<file path="config.mk">
export PLATFORM = sky130hd
export DESIGN_NAME = rx_uart
export DESIGN_NICKNAME = d
export VERILOG_FILES = /design/src/rtl/rx_uart.sv
export SDC_FILE = /design/constraint.sdc
export NUM_CORES = 1
export LEC_CHECK = 0
export CAP_MARGIN = 5
export CORE_MARGIN = 4
export CORE_UTILIZATION = 40
export CTS_CLUSTER_SIZE = 14
export DETAILED_ROUTE_END_ITERATION = 8
export SLEW_MARGIN = 20
export SYNTH_ARGS = -nofsm -noshare
export SYNTH_HDL_FRONTEND = slang
export SYNTH_SLANG_ARGS = --single-unit
</file>
<file path="constraint.sdc">
create_clock -name clk_rx -period 4.8 [get_ports clk_rx]
set_input_delay 0.96 -clock clk_rx [delete_from_list [all_inputs] [get_ports clk_rx]]
set_output_delay 0.96 -clock clk_rx [all_outputs]
set_load 0.02 [all_outputs]
</file>
<file path="src/rtl/rx_uart.sv">
// 8N1 UART receiver: synchronises the serial line, validates the start bit at
// mid-bit, samples each data bit at its centre and checks the stop bit.
module rx_uart #(
  parameter int unsigned CYCLE_PER_BIT = 115
) (
  input  logic       clk_rx,
  input  logic       rst_rx,
  input  logic       enable_rx,
  input  logic       in_serial_rx,
  output logic [7:0] out_byte_rx,
  output logic       out_valid_rx,
  output logic       out_err_rx
);

  localparam int unsigned HALF_BIT = CYCLE_PER_BIT / 2;
  localparam logic [7:0]  HALF_LAST = 8'(HALF_BIT - 1);
  localparam logic [7:0]  BIT_LAST  = 8'(CYCLE_PER_BIT - 1);

  typedef enum logic [2:0] {
    IDLE      = 3'd0,
    START_BIT = 3'd1,
    DATA_BIT  = 3'd2,
    STOP_BIT  = 3'd3,
    WAIT_HIGH = 3'd4
  } state_t;

  state_t     state;
  logic [7:0] clk_count;
  logic [2:0] data_index;
  logic [7:0] shift_reg;
  logic [1:0] sync_q;
  logic       rx_s;

  // Two-flop synchroniser; resets to the idle (high) line level.
  always_ff @(posedge clk_rx or posedge rst_rx) begin
    if (rst_rx) begin
      sync_q <= 2'b11;
    end else begin
      sync_q <= {sync_q[0], in_serial_rx};
    end
  end

  assign rx_s = sync_q[1];

  // Receive FSM with registered byte and pulse outputs.
  always_ff @(posedge clk_rx or posedge rst_rx) begin
    if (rst_rx) begin
      state        <= IDLE;
      clk_count    <= 8'd0;
      data_index   <= 3'd0;
      shift_reg    <= 8'd0;
      out_byte_rx  <= 8'd0;
      out_valid_rx <= 1'b0;
      out_err_rx   <= 1'b0;
    end else begin
      out_valid_rx <= 1'b0;
      out_err_rx   <= 1'b0;
      if (!enable_rx) begin
        state      <= IDLE;
        clk_count  <= 8'd0;
        data_index <= 3'd0;
      end else begin
        case (state)
          IDLE: begin
            clk_count  <= 8'd0;
            data_index <= 3'd0;
            if (!rx_s) state <= START_BIT;
          end
          START_BIT: begin
            if (clk_count == HALF_LAST) begin
              clk_count <= 8'd0;
              state     <= rx_s ? IDLE : DATA_BIT;
            end else begin
              clk_count <= clk_count + 8'd1;
            end
          end
          DATA_BIT: begin
            if (clk_count == BIT_LAST) begin
              clk_count             <= 8'd0;
              shift_reg[data_index] <= rx_s;
              // Natural 3-bit wrap returns the index to 0 on the exit to STOP_BIT.
              data_index            <= data_index + 3'd1;
              if (data_index == 3'd7) state <= STOP_BIT;
            end else begin
              clk_count <= clk_count + 8'd1;
            end
          end
          STOP_BIT: begin
            if (clk_count == BIT_LAST) begin
              clk_count <= 8'd0;
              if (rx_s) begin
                out_byte_rx  <= shift_reg;
                out_valid_rx <= 1'b1;
                state        <= IDLE;
              end else begin
                out_err_rx <= 1'b1;
                state      <= WAIT_HIGH;
              end
            end else begin
              clk_count <= clk_count + 8'd1;
            end
          end
          WAIT_HIGH: begin
            // Hold off until the line recovers so a stuck-low line cannot retrigger.
            clk_count <= 8'd0;
            if (rx_s) state <= IDLE;
          end
          default: begin
            state      <= IDLE;
            clk_count  <= 8'd0;
            data_index <= 3'd0;
          end
        endcase
      end
    end
  end

endmodule

</file>
==> impl_metrics.tcl, run 1 <==
set metrics [dict create \
    ys_seq_area_frac 0.525 \
    finalSetupViolCount 0 \
    power.density_mw_per_mm2 266 \
    path_cells "clkdlybuf4s50_1, and2b_1, nand2_1, nor3_4, mux2_2" \
    synthesis.area_mm2 0.00162 \
    fin_crit_sh 0.528 \
    wirelength_mm 2.89 \
    cp_max_fo 8 \
    r2r_cells 6 \
    power.switching_mw 0.104 \
    slowest_delay_ps 550 \
    drive_gt1_frac 0.208 \
    dieArea_mm2 0.00514 \
    cellLeakagePower_nw 0.840 \
    avgViaCountPerCell 5.22 \
    wl_per_cell_um 14.3 \
    rsz0062_at_grt "no" \
    cts_tree "yes" \
    synth_area_per_cell_um2 11.9 \
    initial_core_util 0.428 \
    dpl_worst_slack_ps 1950 \
    dp_hpwl_mm 2.13 \
    clockRootBuffer "clkbuf_8" \
    drt_iter0_drc 92 \
    postSynthCellCount 137 \
    ys_types 37 \
    area_growth_pct 15.9 \
    p_seq_frac 0.587 \
    slew_violations 0 \
    yosysWarningCount 0 \
    cp_num_buf_inv 1 \
    min_path_cells 0 \
    fin_tns_setup_ps 0 \
    peakVddDrop_uv 150 \
    slew-limit-headroom 0.626 \
    syn_nets 146 \
    min-delay-start "sync_q[0]$_DFF_PP1_" \
    nNetsFinal 163 \
    drc_errors 0 \
    ant_nets 0 \
    firstDrtPassIters 4 \
    die_w_um 71.7 \
    r2r_start "clk_count[0]$_DFF_PP0_" \
    final_cell_mix "dfrtp_1 (32), mux2_2 (16), nor2_1 (14)" \
    ys.flop_type "dfrtp_1" \
    hold_end "sync_q[1]$_DFF_PP1_" \
    ys_ff_latch 34 \
    path_depth 5 \
    grt_pass1_vias 1085 \
    cts_max_level 2 \
    hold_viol_final 0 \
    coreArea_mm2 0.00380 \
    outcome "complete, no violations" \
    critPathSlowestCell "clkdlybuf4s50_1" \
    worst_slew_pin_slew_ps 561 \
    layout.cells.non_filler 202 \
    numCtsBuffers 5 \
    min-delay-path-class "register to register" \
    synth_edf_count 0 \
    p_int_mw 0.396 \
    clkLatencyLatePin_ps 270 \
    fin_skew_ps 3.20 \
    vias 1055 \
    cts.reportedPaths.clkPinSlew_ps 60 \
    end_kind "register" \
    r2r_end "shift_reg[1]$_DFFE_PP0P_" \
    fin_ws_ps 2270 \
    pwr-share-comb 0.037 \
    worstSetupPathType "primary input to register" \
    grt_max_degree 21 \
    p_sw_frac 0.208 \
    layout_commonest_cell "dfrtp_1" \
    grt_pass1_wl_mm 5.07 \
    cp-start-kind "primary input" \
    cts_sinks 34 \
    critPathRequiredTime_ps 4960 \
    globalplace.congestion 0.810 \
    cts_resized 0 \
    cap_violations 0 \
    antenna_found_initial 0 \
    die_h_um 71.7 \
    ctsHoldBuffers 0 \
    reg2reg_slack_ps 2890 \
    placed_cells 195 \
    post_cts_buffers 0 \
    row_count 22 \
    cts_buffer_depth 2 \
    fin_crit_ps 2530 \
    insertedDiodeCount 0 \
    power_frac_clock 0.375 \
    port_buffers 13 \
    fmax_ghz 0.395 \
    cp_top_family "simple AND/OR/NAND/NOR gates" \
    synth-async-reset-ratio 1.00 \
    cp_data_arrival_time_ps 2690 \
    track_usage 0.128 \
    gr-total-overflow 0 \
    ios 14 \
]
how the worst max path moves through the flow:
stage / startpoint / endpoint / slack, ps
6_report: enable_rx / out_byte_rx[1]$_DFFE_PP0P_ / 2270
5_1_grt: enable_rx / out_byte_rx[2]$_DFFE_PP0P_ / 2120
4_1_cts: enable_rx / out_byte_rx[1]$_DFFE_PP0P_ / 2240
3_5_place_dp: enable_rx / out_byte_rx[1]$_DFFE_PP0P_ / 1950
3_3_place_gp: enable_rx / out_byte_rx[6]$_DFFE_PP0P_ / 1980
2_1_floorplan: enable_rx / shift_reg[0]$_DFFE_PP0P_ / 2750
layer usage:
metal	track usage	vias to the layer above	wire [um]
met3	0.0295	7	102
li1	-	519	-
met1	0.178	507	1400
met2	0.187	22	1320
met4	0.0626	0	59
met5	0	-	0
per-stage QoR:
stage | utilization | power, mW | hold slack, ps | instance area (um^2)
detailed placement | 0.476 | 0.318 | 356 | 1810
finish | 0.496 | 0.500 | 362 | 1880
global placement | 0.476 | 0.318 | 347 | 1810
CTS | 0.496 | 0.510 | 367 | 1880
floorplan | - | 0.311 | 345 | 1620
global route | 0.496 | 0.524 | 368 | 1880
cell families after synthesis:
group	after synthesis	share of synthesized area
XOR/XNOR	7	0.0378
adder cells (fa/ha/maj)	5	0.0385
multiplexers	16	0.111
AO/OA/AOI/OAI	11	0.0532
flip-flops	34	0.525
AND/OR/NAND/NOR	54	0.211
buffers and inverters	10	0.0231
power groups by stage:
stage / Combinational (mW) / Sequential, mW / Clock (mW)
3_3_place_gp: 0.0188 / 0.299 / 0
4_1_cts: 0.0193 / 0.294 / 0.197
6_report: 0.0187 / 0.294 / 0.188
5_1_grt: 0.0219 / 0.294 / 0.207
3_5_place_dp: 0.0193 / 0.299 / 0
2_1_floorplan: 0.0147 / 0.296 / 0
worst reg2reg max path, stage by stage (launching register included):
cell     delay [ps]
dfrtp_1         420
inv_1           100
ha_1            150
and3b_2         240
nand3_4         140
nor4b_1         370
mux2_2          390
area by class of cell:
class,count,area (um^2)
Inverter,6,22.5
Fill cell,350,1920
Tap cell,48,60.1
Clock buffer,7,76.3
Timing Repair Buffer,14,138
Sequential cell,34,853
Multi-Input combinational cell,93,733
synth_stat cells (2+ instances only):
cell,n,share of area
a22o_1,2,0.011
a31oi_1,2,0.0077
clkbuf_1,3,0.0069
dfrtp_1,32,0.49
dfstp_2,2,0.032
ha_1,5,0.039
inv_1,6,0.014
mux2_2,16,0.11
nand2_1,6,0.014
nand2b_1,3,0.012
nand3_1,5,0.015
nand4_1,2,0.0077
nor2_1,14,0.032
nor2b_1,2,0.0077
nor3b_1,2,0.0092
nor4_1,4,0.015
nor4b_1,4,0.022
o21ai_0,3,0.0092
xnor2_1,3,0.016
xor2_1,4,0.022
No activity file was read; power rests on OpenSTA's default activity.
==> inputs of run 2 (changes only) <==
==> constraint.sdc (replaced) <==
create_clock -name clk_rx -period 2.2 [get_ports clk_rx]
set_input_delay 0.44 -clock clk_rx [delete_from_list [all_inputs] [get_ports clk_rx]]
set_output_delay 0.44 -clock clk_rx [all_outputs]
set_load 0.02 [all_outputs]
==> run 2 against run 1 <==
Largest cell class unchanged; sequential power up 120%; utilization up 0.99 points; critical path depth unchanged; first-iteration DRC count down 9.8%; die area unchanged; via count up 3.6%; clock power up 120%; setup slack worse by 1900 ps; combinational power up 130%.
==> impl_metrics.tcl, run 2 (synthesis results as in run 1) <==
set metrics [dict create \
    outcome "complete, no violations" \
    critPathSlowestCell "clkdlybuf4s50_1" \
    hold_viol_final 0 \
    drc_errors 0 \
    power_frac_clock 0.379 \
    worst_slew_pin_slew_ps 433 \
    power.total_mw 1.10 \
    track_usage 0.134 \
    post_cts_buffers 0 \
    cp_max_fo 8 \
    ctsHoldBuffers 0 \
    vias 1093 \
    clockRootBuffer "clkbuf_8" \
    cp_num_buf_inv 1 \
    multi_input_area_um2 733 \
    rsz0062_at_grt "no" \
    cp_data_arrival_time_ps 2030 \
    drt_iter0_drc 83 \
    antenna_found_initial 0 \
    grt_pass1_vias 1128 \
    dieArea_mm2 0.00514 \
    die_h_um 71.7 \
    die_w_um 71.7 \
    slew-limit-headroom 0.711 \
    gr-total-overflow 0 \
    layout_commonest_cell "dfrtp_1" \
    pwr-share-comb 0.039 \
    clkLatencyLatePin_ps 280 \
    wirelength_mm 2.90 \
    power.density_mw_per_mm2 573 \
    critPathRequiredTime_ps 2360 \
    slew_violations 0 \
    cap_violations 0 \
    cts_buffer_depth 2 \
    numCtsBuffers 5 \
    globalplace.congestion 0.704 \
    cellLeakagePower_nw 0.865 \
    stdcell_area_mm2 0.00192 \
    firstDrtPassIters 4 \
    nNetsFinal 168 \
    p_seq_frac 0.582 \
    ff_latch_area_um2 853 \
    grt_pass1_wl_mm 5.29 \
    cts.reportedPaths.clkPinSlew_ps 60 \
    fillers 351 \
    finalSetupViolCount 0 \
    cp-start-kind "primary input" \
    dpl_cell_area_mm2 0.00184 \
    final_cell_mix "dfrtp_1 (32), mux2_2 (16), nor2_1 (14)" \
    coreArea_mm2 0.00380 \
    dp_hpwl_mm 2.08 \
    cts_max_level 2 \
    port_buffers 13 \
    slowest_delay_ps 470 \
    peakVddDrop_uv 335 \
    area_growth_pct 18.3 \
    drive_gt1_frac 0.233 \
    initial_core_util 0.428 \
    min-delay-path-class "register to register" \
    cts_resized 0 \
    fmax_ghz 0.536 \
    path_cells "clkdlybuf4s50_1, and3b_1, nand3_4, nor4b_1, mux2_2" \
    wl_per_cell_um 14.0 \
    fin_tns_setup_ps 0 \
    avgViaCountPerCell 5.28 \
    worstSetupPathType "primary input to register" \
    row_count 22 \
    fin_skew_ps 6.50 \
    cts_sinks 34 \
    p_sw_frac 0.213 \
    ios 14 \
    grt_max_degree 35 \
    cts_tree "yes" \
    cp_top_family "simple AND/OR/NAND/NOR gates" \
    ant_nets 0 \
    insertedDiodeCount 0 \
    power.switching_mw 0.235 \
    p_int_mw 0.866 \
    end_kind "register" \
    fin_crit_sh 0.848 \
    fin_crit_ps 1870 \
]
## run 2: cell count changes in the layout (fill, tap and decap cells not counted), sizes merged
cell / previous run / this run
buf: 1 / 6
## run 2: final timing paths
path / depth (start not counted) / endpoint / start / slack [ps]
worst max-delay path: 5 / shift_reg[1]$_DFFE_PP0P_ / enable_rx / 330
max in group asynchronous: 3 / sync_q[1]$_DFF_PP1_ / rst_rx / 1320
worst max register to register: 6 / shift_reg[1]$_DFFE_PP0P_ / clk_count[0]$_DFF_PP0_ / 350
worst min-delay path: 0 / sync_q[1]$_DFF_PP1_ / sync_q[0]$_DFF_PP1_ / 360
min in group asynchronous: 3 / clk_count[4]$_DFF_PP0_ / rst_rx / 550
worst min register to register: 0 / sync_q[1]$_DFF_PP1_ / sync_q[0]$_DFF_PP1_ / 360
## run 2: power by group through the flow
stage                     combinational [mW]  clock [mW]  sequential (mW)
after floorplan                       0.0320           0            0.646
after global placement                0.0436           0            0.652
after detailed placement              0.0444           0            0.653
after CTS                             0.0444       0.439            0.641
after global routing                  0.0500       0.475            0.642
final                                 0.0430       0.417            0.641
## run 2: layer usage
| layer | share of wire | wire, um | track usage |
|---|---|---|---|
| met1 | 0.48 | 1390 | 0.175 |
| met2 | 0.46 | 1350 | 0.197 |
| met3 | 0.042 | 121 | 0.0561 |
| met4 | 0.016 | 46 | 0.0501 |
| met5 | 0 | 0 | 0 |
## run 2: area by class of cell
cell class,instances,area share
sequential,34,0.444
tap,48,0.0313
multi-input combinational,93,0.382
clock buffer,7,0.0397
inverter,6,0.0117
timing repair buffer,19,0.0912
## run 2: worst register-to-register path, delay by kind of cell (launching register included)
kind	cells	cell delay (ps)
multiplexers	1	380
AND/OR/NAND/NOR	3	710
buffers and inverters	1	100
flip-flops	1	420
adder cells (fa/ha/maj)	1	140
## run 2: metrics by stage
| stage | setup slack (ps) | hold WS (ps) | cells | utilization |
|---|---|---|---|---|
| after global placement | 17.4 | 348 | 200 | 0.486 |
| after floorplan | 489 | 345 | 137 | - |
| after CTS | 324 | 364 | 207 | 0.506 |
| final | 334 | 359 | 207 | 0.506 |
| after detailed placement | 49.0 | 354 | 200 | 0.486 |
| after global routing | 203 | 367 | 207 | 0.506 |
==> inputs of run 3 (changes only) <==
==> constraint.sdc (replaced) <==
create_clock -name clk_rx -period 1.9 [get_ports clk_rx]
set_input_delay 0.38 -clock clk_rx [delete_from_list [all_inputs] [get_ports clk_rx]]
set_output_delay 0.38 -clock clk_rx [all_outputs]
set_load 0.02 [all_outputs]
==> run 3 against run 2 <==
Clock skew down 3.1 ps; clock power grew 29%; die area stayed put; combinational power increased by 47%; register-to-register slack worse by 290 ps; largest power group unchanged; hold slack worse by 2.1 ps; power rose by 21%; utilization grew 1.4 points; sequential power increased by 15%; final area rose by 2.7%.
==> impl_metrics.tcl, run 3 (synthesis results as in run 1) <==
set metrics [dict create \
    cp-start-kind "primary input" \
    port_buffers 13 \
    rsz0062_at_grt "no" \
    ios 14 \
    cts_tree "yes" \
    initial_core_util 0.428 \
    ant_nets 0 \
    final_cell_mix "dfrtp_1 (32), mux2_2 (16), nor2_1 (14)" \
    r2r_start "clk_count[0]$_DFF_PP0_" \
    path_cells "clkdlybuf4s50_1, and3b_1, nand3_4, nor4b_1, mux2_2" \
    slowest_delay_ps 490 \
    top_usage_layer "met2" \
    drt_iter0_drc 61 \
    worst_slew_pin_slew_ps 443 \
    globalplace.congestion 0.741 \
    cts_resized 0 \
    track_usage 0.130 \
    peakVddDrop_uv 529 \
    r2r_cells 6 \
    fmax_ghz 0.541 \
    wl_per_cell_um 13.8 \
    hold_end "sync_q[1]$_DFF_PP1_" \
    die_w_um 71.7 \
    r2r_end "shift_reg[1]$_DFFE_PP0P_" \
    nNetsFinal 173 \
    power.density_mw_per_mm2 676 \
    post_cts_buffers 0 \
    critPathRequiredTime_ps 2060 \
    dp_hpwl_mm 2.15 \
    die_h_um 71.7 \
    cp_max_fo 8 \
    antenna_found_initial 0 \
    gr-total-overflow 0 \
    end_kind "register" \
    clockRootBuffer "clkbuf_8" \
    final_util 0.519 \
    cts.reportedPaths.clkPinSlew_ps 60 \
    fin_tns_setup_ps 0 \
    use_met1 0.169 \
    row_count 22 \
    drive_gt1_frac 0.267 \
    hold_viol_final 0 \
    insertedDiodeCount 0 \
    grt.met2_usage 0.195 \
    grt_pass1_wl_mm 5.18 \
    fin_skew_ps 3.42 \
    area_growth_pct 21.5 \
    drc_errors 0 \
    min-delay-start "sync_q[0]$_DFF_PP1_" \
    clkLatencyLatePin_ps 280 \
    grt_max_degree 35 \
    coreArea_mm2 0.00380 \
    wirelength_mm 2.94 \
    fin_crit_sh 0.973 \
    fin_ws_ps 51.8 \
    worstSetupPathType "primary input to register" \
    dieArea_mm2 0.00514 \
    cts_buffer_depth 2 \
    cts_sinks 34 \
    slew-limit-headroom 0.705 \
    cp_data_arrival_time_ps 2010 \
    vias 1106 \
    met3_usage 0.0463 \
    cellLeakagePower_nw 0.901 \
    reg2reg_slack_ps 60 \
    min_path_cells 0 \
    avgViaCountPerCell 5.19 \
    cap_violations 0 \
    finalSetupViolCount 0 \
    ctsHoldBuffers 0 \
    critPathSlowestCell "clkdlybuf4s50_1" \
    dpl_worst_slack_ps -222 \
    fin_crit_ps 1850 \
    min-delay-path-class "register to register" \
    layout_commonest_cell "dfrtp_1" \
    grt_pass1_vias 1143 \
    slew_violations 0 \
    firstDrtPassIters 4 \
    cts_max_level 2 \
    outcome "complete, no violations" \
    numCtsBuffers 5 \
]
==> run 3: cell count changes in the layout (fill, tap and decap cells not counted) <==
cell | before | now
buf_4 | 6 | 11
clkbuf_1 | 2 | 1
clkbuf_8 | 5 | 6
clkinv_2 | 0 | 1
==> run 3: power breakdown <==
part           switching (mW)  total [mW]  internal (mW)
Sequential            0.00383       0.735          0.731
Clock                   0.244       0.536          0.292
Combinational          0.0381      0.0632         0.0251
Total                   0.286        1.33           1.05
==> run 3: layout make-up <==
class | instances | area, um^2
clock buffers | 7 | 86.3
repair buffers | 24 | 213
inverters | 6 | 22.5
fillers | 351 | 1830
flip-flops and latches | 34 | 853
multi-input cells | 93 | 733
well taps | 48 | 60.1
clock inverters | 1 | 5.00
==> run 3: worst max-delay path by stage <==
| stage | from | end | slack, ps | cells past startpoint |
|---|---|---|---|---|
| 6_report | enable_rx | shift_reg[1]$_DFFE_PP0P_ | 50 | 5 |
| 4_1_cts | clk_count[0]$_DFF_PP0_ | shift_reg[1]$_DFFE_PP0P_ | 60 | 6 |
| 5_1_grt | clk_count[0]$_DFF_PP0_ | shift_reg[1]$_DFFE_PP0P_ | 20 | 6 |
| 3_5_place_dp | enable_rx | shift_reg[1]$_DFFE_PP0P_ | -220 | 5 |
| 2_1_floorplan | clk_count[0]$_DFF_PP0_ | out_byte_rx[0]$_DFFE_PP0P_ | 190 | 6 |
| 3_3_place_gp | enable_rx | shift_reg[1]$_DFFE_PP0P_ | -230 | 5 |
==> run 3: layer usage <==
metal,up-vias,share of wire
met2,19,0.45
met1,543,0.49
met5,-,0
met4,0,0.016
li1,539,-
met3,5,0.047
==> run 3: metrics by stage <==
stage          cells  instance area (um^2)  total power, mW  hold slack (ps)
2_1_floorplan    137                  1620            0.785              345
6_report         213                  1970             1.33              357
3_5_place_dp     205                  1880            0.812              348
4_1_cts          213                  1970             1.35              358
3_3_place_gp     205                  1880            0.811              348
5_1_grt          213                  1970             1.41              359
==> run 3: critical path: cells and delay by family <==
kind / cells / cell delay, ps
AND/OR/NAND/NOR: 3 / 760
multiplexers: 1 / 380
buffers and inverters: 1 / 490
